[config.mk]
export PLATFORM = sky130hd
export DESIGN_NAME = modexp_sequencer
export DESIGN_NICKNAME = d
export VERILOG_FILES = /design/src/rtl/modexp_sequencer.sv
export SDC_FILE = /design/constraint.sdc
export NUM_CORES = 1
export LEC_CHECK = 0
export CELL_PAD_IN_SITES_DETAIL_PLACEMENT = 1
export CELL_PAD_IN_SITES_GLOBAL_PLACEMENT = 1
export CORE_AREA = 2 2 76 133
export DETAILED_ROUTE_END_ITERATION = 12
export DIE_AREA = 0 0 78 135
export GPL_ROUTABILITY_DRIVEN = 0
export PLACE_DENSITY_LB_ADDON = 0.1
export SLEW_MARGIN = 30
export SYNTH_ARGS = -nofsm -noshare
export SYNTH_HDL_FRONTEND = slang
export SYNTH_SLANG_ARGS = --single-unit
[constraint.sdc]
create_clock -name clk -period 2.82 [get_ports clk]
set_input_delay 0.282 -clock clk [delete_from_list [all_inputs] [get_ports clk]]
set_output_delay 0.282 -clock clk [all_outputs]
set_load 0.03 [all_outputs]
[src/rtl/modexp_sequencer.sv]
// ============================================================================
// Module   : modexp_sequencer
// Purpose  : Sequences a Montgomery-domain left-to-right square-and-multiply
//            modular exponentiation: result = base^exponent mod modulant.
//            Obtains R^2 mod N from an external R-computation unit, then
//            drives a shared external Montgomery multiplier.
// Options  : SKIP_LEADING_ZEROS_EN - start the bit loop at the highest set
//            exponent bit (op count then depends on the exponent value).
// Revision : 1.0 - initial release
// ============================================================================
`default_nettype none

module modexp_sequencer #(
  parameter int DATA_WIDTH = 8,
  parameter int EXP_WIDTH  = 8
) (
  input  logic                  clk,
  input  logic                  rst_n,
  input  logic                  start,
  input  logic [DATA_WIDTH-1:0] base,
  input  logic [EXP_WIDTH-1:0]  exponent,
  input  logic [DATA_WIDTH-1:0] modulant,
  output logic                  busy,
  output logic                  done,
  output logic                  err,
  output logic [DATA_WIDTH-1:0] result,
  output logic                  rc_start,
  input  logic                  rc_done,
  input  logic [DATA_WIDTH-1:0] rc_r_sq,
  output logic                  mm_start,
  output logic [DATA_WIDTH-1:0] mm_a,
  output logic [DATA_WIDTH-1:0] mm_b,
  input  logic                  mm_done,
  input  logic [DATA_WIDTH-1:0] mm_result
);

  localparam int CW = (EXP_WIDTH > 1) ? $clog2(EXP_WIDTH) : 1;
  localparam logic [CW-1:0]         TOP_BIT = CW'(EXP_WIDTH - 1);
  localparam logic [DATA_WIDTH-1:0] ONE     = DATA_WIDTH'(1);

  typedef enum logic [3:0] {
    S_IDLE, S_RC_KICK, S_RC_WAIT, S_TM_ACC, S_TM_BASE,
    S_SQUARE, S_MULT, S_FROM_MONT, S_DONE
  } state_t;

  state_t                state_q, state_d;
  logic [DATA_WIDTH-1:0] base_q, base_d;
  logic [EXP_WIDTH-1:0]  exp_q, exp_d;
  logic [DATA_WIDTH-1:0] r2_q, r2_d;
  logic [DATA_WIDTH-1:0] acc_q, acc_d;
  logic [DATA_WIDTH-1:0] xm_q, xm_d;
  logic [CW-1:0]         bit_q, bit_d;
  logic                  first_q, first_d;   // first cycle of a wait state
  logic [DATA_WIDTH-1:0] result_q, result_d;
  logic                  err_q, err_d;
  logic [DATA_WIDTH-1:0] mm_a_q, mm_a_d;
  logic [DATA_WIDTH-1:0] mm_b_q, mm_b_d;
  logic                  mm_state;
  logic                  mm_take;

`ifdef SKIP_LEADING_ZEROS_EN
  function automatic logic [CW-1:0] msb_index(input logic [EXP_WIDTH-1:0] v);
    msb_index = '0;
    for (int i = 0; i < EXP_WIDTH; i++) begin
      if (v[i]) msb_index = CW'(i);
    end
  endfunction
`endif

  // Next-state, operand and capture logic for the whole sequence
  always_comb begin
    state_d  = state_q;
    base_d   = base_q;
    exp_d    = exp_q;
    r2_d     = r2_q;
    acc_d    = acc_q;
    xm_d     = xm_q;
    bit_d    = bit_q;
    first_d  = 1'b0;
    result_d = result_q;
    err_d    = err_q;
    mm_a_d   = mm_a_q;
    mm_b_d   = mm_b_q;
    mm_state = (state_q == S_TM_ACC) || (state_q == S_TM_BASE) || (state_q == S_SQUARE) ||
               (state_q == S_MULT)   || (state_q == S_FROM_MONT);
    // a done arriving in the same cycle as our own start pulse cannot belong to it
    mm_take  = mm_state && mm_done && !first_q;

    case (state_q)
      S_IDLE: begin
        if (start) begin
          base_d = base;
          exp_d  = exponent;
          if (!modulant[0]) begin
            err_d    = 1'b1;
            result_d = '0;
            state_d  = S_DONE;
          end
`ifdef SKIP_LEADING_ZEROS_EN
          else if (exponent == '0) begin
            err_d    = 1'b0;
            result_d = (modulant == ONE) ? '0 : ONE;
            state_d  = S_DONE;
          end
`endif
          else begin
            state_d = S_RC_KICK;
          end
        end
      end
      S_RC_KICK: begin
        state_d = S_RC_WAIT;
        first_d = 1'b1;
      end
      S_RC_WAIT: begin
        // rc_done is a level that may still be high from the previous run
        if (!first_q && rc_done) begin
          r2_d    = rc_r_sq;
          first_d = 1'b1;
`ifdef SKIP_LEADING_ZEROS_EN
          state_d = S_TM_BASE;
          mm_a_d  = base_q;
`else
          state_d = S_TM_ACC;
          mm_a_d  = ONE;
`endif
          mm_b_d  = rc_r_sq;
        end
      end
      S_TM_ACC: begin
        if (mm_take) begin
          acc_d   = mm_result;
          first_d = 1'b1;
          state_d = S_TM_BASE;
          mm_a_d  = base_q;
          mm_b_d  = r2_q;
        end
      end
      S_TM_BASE: begin
        if (mm_take) begin
          xm_d    = mm_result;
          first_d = 1'b1;
`ifdef SKIP_LEADING_ZEROS_EN
          // top set bit is consumed by starting with acc = xm
          acc_d = mm_result;
          if (msb_index(exp_q) == '0) begin
            state_d = S_FROM_MONT;
            mm_a_d  = mm_result;
            mm_b_d  = ONE;
          end else begin
            bit_d   = msb_index(exp_q) - CW'(1);
            state_d = S_SQUARE;
            mm_a_d  = mm_result;
            mm_b_d  = mm_result;
          end
`else
          bit_d   = TOP_BIT;
          state_d = S_SQUARE;
          mm_a_d  = acc_q;
          mm_b_d  = acc_q;
`endif
        end
      end
      S_SQUARE, S_MULT: begin
        if (mm_take) begin
          acc_d   = mm_result;
          first_d = 1'b1;
          if ((state_q == S_SQUARE) && exp_q[bit_q]) begin
            state_d = S_MULT;
            mm_a_d  = mm_result;
            mm_b_d  = xm_q;
          end else if (bit_q == '0) begin
            state_d = S_FROM_MONT;
            mm_a_d  = mm_result;
            mm_b_d  = ONE;
          end else begin
            bit_d   = bit_q - CW'(1);
            state_d = S_SQUARE;
            mm_a_d  = mm_result;
            mm_b_d  = mm_result;
          end
        end
      end
      S_FROM_MONT: begin
        if (mm_take) begin
          result_d = mm_result;
          err_d    = 1'b0;
          state_d  = S_DONE;
        end
      end
      S_DONE:  state_d = S_IDLE;
      default: state_d = S_IDLE;
    endcase
  end

  // State and datapath registers, asynchronously cleared
  always_ff @(posedge clk or negedge rst_n) begin
    if (!rst_n) begin
      state_q  <= S_IDLE;
      base_q   <= '0;
      exp_q    <= '0;
      r2_q     <= '0;
      acc_q    <= '0;
      xm_q     <= '0;
      bit_q    <= '0;
      first_q  <= 1'b0;
      result_q <= '0;
      err_q    <= 1'b0;
      mm_a_q   <= '0;
      mm_b_q   <= '0;
    end else begin
      state_q  <= state_d;
      base_q   <= base_d;
      exp_q    <= exp_d;
      r2_q     <= r2_d;
      acc_q    <= acc_d;
      xm_q     <= xm_d;
      bit_q    <= bit_d;
      first_q  <= first_d;
      result_q <= result_d;
      err_q    <= err_d;
      mm_a_q   <= mm_a_d;
      mm_b_q   <= mm_b_d;
    end
  end

  assign busy     = (state_q != S_IDLE) && (state_q != S_DONE);
  assign done     = (state_q == S_DONE);
  assign err      = err_q;
  assign result   = result_q;
  assign rc_start = (state_q == S_RC_KICK);
  assign mm_start = first_q && mm_state;
  assign mm_a     = mm_a_q;
  assign mm_b     = mm_b_q;

endmodule

`default_nettype wire

---- After elaboration in Yosys (flattened, before gate mapping) ----
Index checks and enable logic that the tools add are counted.
cells by class
  reductions and logical operators ........ 28
  muxes and demuxes ....................... 38
  magnitude comparators ................... 1
  divide/modulo/power cells ............... 0
  $add $sub $neg .......................... 1
  eq/ne operators ......................... 18
  bitwise logic cells ..................... 0
  shift-type cells ........................ 0
  multipliers ............................. 0
operator list
  kind                  count
  $mux W8               11
  $pmux W8 S4           2
  $mux W4               7
  $pmux W4 S7           1
  $ne A2 B2 Y1 const B  9
  $eq A4 B3 Y1 const B  4
  $pmux W8 S2           1
  $mux W3               4
  $reduce_and A5 Y1     2
  $eq A4 B2 Y1 const B  2
  $reduce_and A2 Y1     4
  $reduce_bool A4 Y1    2
  $logic_and A1 B1 Y1   6
  $mux W1               6
  $pmux W3 S2           1
  $reduce_and A6 Y1     1
  $eq A4 B1 Y1 const B  1
  $eq A4 B4 Y1 const B  1
  $logic_not A4 Y1      1
  $logic_or A1 B1 Y1    4
  $lt A3 B4 Y1 const B  1
  $mux W2               2
  $ne A4 B4 Y1 const B  1
  $reduce_and A4 Y1     1
  other kinds (10)      11
storage, ports and cells
  input bits .............................. 45
  flip-flop bits (word level) ............. 73
  output and inout port bits .............. 29
  bits in read-only memories .............. 0
  word-level logic and storage cells ...... 98
  latch bits .............................. 0
  memory bits (writable) .................. 0
  memories kept ........................... 0

---- Logic depth before layout (Yosys ltp) ----
Gate-level depths: netlist (run 1).
  depth in word-level cells ............... 9
  depth in mapped cells ................... 8
  mapped depth without buffers ............ 6

---- Least setup slack after synthesis (run 1) ----
OpenSTA, ideal clock, no wires.
  path type ............................... register -> register
  start point ............................. register bit_q[0]
  end point ............................... register bit_q[0]
  clock period less this slack ............ 2151 ps
  library setup time ...................... 125 ps
  slack ................................... 669 ps
  data arrival time ....................... 2026 ps
  stages on the path, launching flop included .. 6
  data required time ...................... 2695 ps
  buffers on the path ..................... 0
  path through ............................ dfrtp_1 > mux4_1 > and3b_4 > or3_4 > a21bo_1 > mux2_4
between the ends
  cells in the longest elaborated chain, start to end .. 5
  elaborated cells on any way between the ends .. 12
  those cells by class .................... add/sub (1); eq/ne (2); mux (6); reduce/logical (3)
RTL lines
  element                                           line      text
  start: declaration                                52        logic [CW-1:0] bit_q, bit_d;
  start signal: assignment                          218       bit_q <= bit_d;
  $sub A3 B1 Y3 or $bmux W1 S3 (tied branches)      177, 168
  $mux W3 or $mux W1 (tied branches)                172, 168
  $mux W3 or $logic_and A1 B1 Y1 (tied branches)    168       if ((state_q == S_SQUARE) && exp_q[bit_q]) begin
  $mux W3 or $ne A2 B2 Y1 (tied branches)           -
  $pmux W3 S2 or $reduce_and A5 Y1 (tied branches)  -
Several ways; a longest one is shown, not always the timed one. The select of a mux whose other input is x is not followed.
A chain may end at the register's enable or synchronous reset.

---- Final worst setup path (run 1) ----
  start point ............................. register state_q[1]
  end point ............................... output port rc_start
between the ends
  cells in the longest elaborated chain, start to end .. 1
RTL lines
  element                   line  text
  start: declaration        46    state_t state_q, state_d;
  start signal: assignment  212   state_q <= state_d;
  $eq A4 B1 Y1              231   assign rc_start = (state_q == S_RC_KICK);
  end: declaration          27    output logic rc_start,
No other way between the ends.

==> impl_results.md, run 1 <==
* Post-route setup TNS at 0 ns
* Tightest Hold Check Type: in2async
* Slowest stage delay, CP at 0.72 ns
* Starting Density at 0.3948
* Clock tree from TritonCTS: built
* Area of the multi-input gates at ~1700 sq um
* Yosys top cell area share at 0.4917
* Clock share of power at 0.204
* Overflow after GRT at 0
* Register clock-pin slew on the reported worst setup and hold paths at 0.06 ns
* Share of synthesized area occupied by flip-flops and latches at 0.4917
* Routed vias at 3130
* Floorplan row count at 47
* Pin count of the biggest net entering global routing at 32
* Max_cap viols at 0
* Final hold viol count at 0
* Post-synth EDFFs at 0
* Power share of the combinational group at 0.467
* Startpoint class of the critical path: register
* Share of power burned in registers at 0.329
* Net count after synthesis at 412
* Data arrival time at the worst-slack endpoint at 2.11 ns
* Leading cell type by number of instances after synthesis: sky130_fd_sc_hd__dfrtp_1
* Netlist Area Pre-Place at about 3700 sq um
* Library cells used by synthesis at 52
* Number of buffers on the longest clock path at 2
* Critical Path End Type: output port
* Total of endpoints with negative setup slack in the final report at 0
* Post-synthesis register bit count at 73
* Register area at 1827 sq um
* Worst slew margin at 0.5401
* Fin nets at 487
* Number of filler instances in the final layout at 1068
* Transition time at the pin with the least slew margin at about 0.69 ns
* Leakage at 2.070 nW
* PwrDens at 1155 nW/um^2
* Largest vdd supply drop at 0.0005290 V
* Number of antenna cells inserted at 0
* Share of the cycle needed by the critical path after routing at 0.8475
* Commonest cells in the netlist: 73 x sky130_fd_sc_hd__dfrtp_1, 56 x sky130_fd_sc_hd__nand2_1, 24 x sky130_fd_sc_hd__o21ai_1
* HPWL reported at the end of detailed placement at 7928 um
* Overall die area at 10530 sq um
* Wire length of the first global-routing pass at 17080 um
* Number of sinks driven by the clock tree at 73
* Ys flop type: sky130_fd_sc_hd__dfrtp_1
* Fmax at 418.4 MHz
* Unrepaired setup endpoints after global routing: no
* Horizontal die dimension at between 70 and 80 um
* Critical path data required time at 2.54 ns
* Library cell used as clock root buffer: sky130_fd_sc_hd__clkbuf_16
* Pint at 3.471 mW
* Number of H-tree levels at 3
* Type of the worst setup path: reg2out
* Net Switching at 2.197 mW
* Resized cells post-CTS at 0
* Synth Area per Inst at 10.18 sq um
* Fraction of registers with async set/reset at 1.000
* Cell count after synthesis at 365
* Inserted Clock Buffers at 9
* Count of pins over their slew limit at 0
* Clock latency on the worst-skew pair at 0.33 ns
* Worst Clk Skew at 0.005819 ns
* Ratio of routed vias to standard cells at approximately 5.5
* Buffers inserted during post-CTS setup optimization at 0
* Min Clock Period, post-route at around 2.4 ns
* Pre-antenna DRT Iters at 4
* Top-level I/O count at 74
* Global routing usage summed across all routing layers at 0.2127
* Detailed-route wire length at between 10000 and 15000 um
* Outcome: finished, final reports clean
* Routed WL per cell at 18.62 um
* Area of the core region at 9409 sq um
* Count of buffers inserted at the top-level ports at 66
* Initial antenna violation count at 0
* Via count of the first global-routing pass at 3289
* Number of nets with antenna violations after routing at 0
* Largest fanout on the critical path at 17
* Detailed router's first-iteration violation count at 121
* Hold bufs inserted after CTS at 1
* Cell types occupying the most area after synthesis: sky130_fd_sc_hd__dfrtp_1 49%, sky130_fd_sc_hd__nand2_1 5.7%, sky130_fd_sc_hd__mux2_1 5.2%
* Cell type with the highest aggregate area in the netlist: sky130_fd_sc_hd__dfrtp_1
* Die Ht at approximately 140 um
* Share of layout cells above drive strength 1 at 0.1396
* Synth warnings at 0
* Sequence of cells on the critical path: nand2b_1 -> nor3_1 -> clkdlybuf4s50_1
* Post-detailed-route DRC marker count at 0
* Proportion of total power due to net switching at 0.3877
* Total power of the final layout at 5.669 mW
* Area added between synthesis and finish at 32.17%
* Critical Path Slowest Stage Cell: sky130_fd_sc_hd__clkdlybuf4s50_1
-- cell type report --
cell class                 count  share of cell area
timing repair buffer          90              0.1707
multi-input combinational    252              0.3535
inverter                      14             0.01070
clock buffer                  11             0.05148
tap                          122             0.03109
clock inverter                 4             0.01045
sequential                    73              0.3721
-- layer usage --
layer	up-vias	wire length (um)	GRT usage
met4	0	312	0.09649
met5	-	0	0
met2	64	5731	0.3827
li1	1474	-	-
met1	1575	4157	0.2444
met3	17	335	0.03476
-- worst paths after layout --
kind	from	endpoint	slack, ns	cells past startpoint
setup reg to reg	bit_q[0]	bit_q[0]	0.47	5
max in group asynchronous	rst_n	xm_q[4]	1.52	3
hold / removal	rst_n	mm_b[1]	0.47	2
setup / recovery	state_q[1]	rc_start	0.43	3
hold reg to reg	exp_q[1]	exp_q[1]	0.48	1
min in group clk	exp_q[1]	exp_q[1]	0.48	1
-- state kept, by name, indices dropped and copies added (netlist names) --
| name | flops |
|---|---|
| exp_q | 8 |
| result | 8 |
| state_q | 4 |
| mm_a | 8 |
| xm_q | 8 |
| first_q | 1 |
| r2_q | 8 |
| base_q | 8 |
| err | 1 |
| mm_b | 8 |
| bit_q | 3 |
| acc_q | 8 |
-- power by group through the flow --
stage | Clock, mW | Sequential [mW] | Combinational [mW]
after floorplan | 0 | 2.03 | 1.53
after global routing | 1.22 | 1.94 | 2.89
after global placement | 0 | 1.87 | 2.57
final | 1.16 | 1.86 | 2.65
after detailed placement | 0 | 1.89 | 2.65
after CTS | 1.19 | 1.87 | 2.67
-- stage by stage --
stage | instances | utilization | area [sq um] | worst slack, ns | hold WS (ns)
6_report | 566 | 0.5218 | 4910 | 0.4301 | 0.4700
5_1_grt | 566 | 0.5218 | 4910 | 0.2859 | 0.5052
4_1_cts | 566 | 0.5218 | 4910 | 0.3857 | 0.4800
3_5_place_dp | 550 | 0.4884 | 4596 | 0.4535 | 0.2870
3_3_place_gp | 550 | 0.4884 | 4596 | 0.4733 | 0.2852
2_1_floorplan | 365 | - | 3715 | 0.6687 | -0.01359
-- critical path, delay by kind of cell, from the launching register on --
family	cells	cell delay [ns]
buf+inv	1	0.72
flops	1	0.57
simple gates	2	0.49
-- kinds of logic (layout without fill, tap and decap cells) --
group / count (synthesis) / after routing / synth area share
fa+ha+maj: 2 / 2 / 0.006735
simple gates: 104 / 104 / 0.1428
mux: 33 / 33 / 0.1091
xor+xnor: 2 / 2 / 0.004716
buf+inv: 40 / 119 / 0.04277
flops: 73 / 73 / 0.4917
compound gates: 111 / 111 / 0.2021
-- layout by cell type, fill, tap and decap left out, types with 3 or more instances in the layout --
master / n
sky130_fd_sc_hd__a22oi_1: 11
sky130_fd_sc_hd__clkbuf_16: 9
sky130_fd_sc_hd__nand3_1: 3
sky130_fd_sc_hd__a21o_1: 3
sky130_fd_sc_hd__nor3b_1: 10
sky130_fd_sc_hd__o21ai_1: 24
sky130_fd_sc_hd__mux2_2: 13
sky130_fd_sc_hd__nand2_1: 56
sky130_fd_sc_hd__clkdlybuf4s50_1: 65
sky130_fd_sc_hd__dfrtp_1: 73
sky130_fd_sc_hd__mux2_1: 17
sky130_fd_sc_hd__a221oi_1: 4
sky130_fd_sc_hd__nor2b_1: 6
sky130_fd_sc_hd__a21oi_1: 14
sky130_fd_sc_hd__buf_4: 23
sky130_fd_sc_hd__a22o_1: 7
sky130_fd_sc_hd__nand2b_1: 5
sky130_fd_sc_hd__nor2_1: 10
sky130_fd_sc_hd__o21ai_0: 21
sky130_fd_sc_hd__a221o_1: 6
sky130_fd_sc_hd__inv_1: 13
Note: power is estimated with default switching activity, not from simulation.
==> run 2: changes to the inputs <==
- CORE_AREA: 2 2 76 133 -> 2 2 80 140
- DIE_AREA: 0 0 78 135 -> 0 0 82 142
- clock period: 2.82 -> 1.9 ns (I/O delays scaled with it)
==> impl_results.md, run 2 (synthesized netlist as in run 1, its figures left out) <==
* Overflow after GRT at 0
* Leakage at 2.267 nW
* Outcome: finished with violations
* Worst hold margin at 0.4122 ns
* Top delay family on crit path: multiplexers
* Core utilization of the finished layout at 0.5055
* Buffers and inverters on the worst path at 0
* Cell count after placement at between 500 and 600
* Starting Density at 0.3535
* Library cell used as clock root buffer: sky130_fd_sc_hd__clkbuf_16
* Worst slew margin at 0.7198
* Initial antenna violation count at 0
* Area post-placement at 4883 sq um
* Minimum setup slack in the final design at -0.2168 ns
* Count of pins over their slew limit at 0
* Area of the core region at 10510 sq um
* Fin nets at 517
* Pin count of the biggest net entering global routing at 74
* Number of antenna cells inserted at 0
* Post-route setup TNS at -1.711 ns
* Most frequent cells in the layout: 72 x sky130_fd_sc_hd__dfrtp_1, 61 x sky130_fd_sc_hd__clkdlybuf4s50_1, 56 x sky130_fd_sc_hd__nand2_1
* Horizontal die dimension at 82 um
* Overall die area at 11640 sq um
* Filler-free cell count of the finished design at 605
* Max_cap viols at 0
* Min Clock Period, post-route at 2.117 ns
* Routed vias at 3285
* Detailed-route wire length at roughly 12000 um
* PwrDens at 1687 nW/um^2
* Terminus of the critical flop-to-flop path: bit_q[0]
* Fmax at 472.4 MHz
* Final hold viol count at 0
* Most frequent standard cell in the layout excluding fill and tap cells: sky130_fd_sc_hd__dfrtp_1
* Tightest Hold Check Type: in2async
* Transition time at the pin with the least slew margin at 0.4202 ns
* Startpoint class of the critical path: register
* Data arrival time at the worst-slack endpoint at 2.34 ns
* Unrepaired setup endpoints after global routing: yes
* Pre-antenna DRT Iters at 4
* Floorplan row count at 50
* Wire length of the first global-routing pass at 18270 um
* Total power of the final layout at roughly 9 mW
* Critical Path Slowest Stage Cell: sky130_fd_sc_hd__mux4_2
* Depth of the worst register-to-register path at 5
* Reg2reg start: bit_q[0]
* Type of the worst setup path: reg2reg
* Critical Path End Type: register
* Die Ht at 142 um
* Detailed router's first-iteration violation count at around 140
* Largest fanout on the critical path at 4
* Routed WL per cell at 19.24 um
* HPWL reported at the end of detailed placement at 8514 um
* Violated checks: setup timing
* Number of sinks driven by the clock tree at 73
* Share of layout cells above drive strength 1 at 0.2463
* Design Area, Final at approximately 5300 sq um
* Count of buffers inserted at the top-level ports at 66
* Via count of the first global-routing pass at 3458
* Area added between synthesis and finish at 43.01%
* Post-detailed-route DRC marker count at 0
* Global routing usage summed across all routing layers at 0.2102
* Register clock-pin slew on the reported worst setup and hold paths at roughly 0.06 ns
* Clock tree from TritonCTS: built
* Number of nets with antenna violations after routing at 0
* Number of buffers on the longest clock path at 2
* Share of the cycle needed by the critical path after routing at 1.114
* Sequence of cells on the critical path: mux4_2 -> and3_4 -> or3_4 -> a21bo_1 -> mux2_4
* Critical path data required time at 2.12 ns
* Largest vdd supply drop at 0.0007518 V
* Worst Clk Skew at 0.009253 ns
* Number of H-tree levels at 3
* Top-level I/O count at 74
* Setup WS pre-CTS at -0.3249 ns
* Slack of the worst reg-to-reg path at -0.22 ns
* Clock latency on the worst-skew pair at 0.34 ns
* Total of endpoints with negative setup slack in the final report at 12
* Ratio of routed vias to standard cells at 5.430
* Slowest stage delay, CP at ~0.51 ns
* Inserted Clock Buffers at 9
[run 2: worst max-delay path by stage]
stage | slack [ns] | end | startpoint | cells past startpoint
floorplan | -0.20 | bit_q[0] | bit_q[0] | 5
global placement | -0.28 | mm_b[0] | bit_q[0] | 6
detailed placement | -0.32 | mm_b[0] | bit_q[0] | 6
CTS | -0.22 | bit_q[0] | bit_q[0] | 5
global route | -0.27 | bit_q[0] | bit_q[0] | 5
finish | -0.22 | bit_q[0] | bit_q[0] | 5
[run 2: where the power goes]
part | leakage, nW | total, mW | switching, mW | internal, mW
registers | 0.903 | 2.75 | 0.480 | 2.27
logic | 1.23 | 4.59 | 2.40 | 2.19
clock network | 0.135 | 1.62 | 0.702 | 0.922
total | 2.27 | 8.96 | 3.58 | 5.39
[run 2: per-layer routing]
metal	wire length, um	track usage	up-vias
met1	4696	0.2544	1676
li1	-	-	1529
met3	375	0.03299	15
met5	0	0	-
met2	6284	0.3654	65
met4	283	0.08070	0
[run 2: layout make-up]
class / instances / area (sq um)
Fill cell: 1134 / 5197
Multi-Input combinational cell: 252 / 1829
Sequential cell: 73 / 1828
Timing Repair Buffer: 120 / 1159
Clock buffer: 10 / 239.0
Tap cell: 130 / 162.7
Inverter: 14 / 52.55
Clock inverter: 6 / 42.54
[run 2: what timing repair did]
item	CTS	global route
pin swaps	7	2
hold buffers	1	0
resized for setup	4	14
setup buffers	1	3
endpoints found under the hold margin	73	0
gates cloned	0	2
endpoints found under the setup margin	19	29
[run 2: worst reg2reg max path, cell delays in order (launching register included)]
cell and delay, ns:
sky130_fd_sc_hd__dfrtp_2 0.40, sky130_fd_sc_hd__mux4_2 0.51, sky130_fd_sc_hd__and3_4 0.22, sky130_fd_sc_hd__or3_4 0.37, sky130_fd_sc_hd__a21bo_1 0.21, sky130_fd_sc_hd__mux2_4 0.30
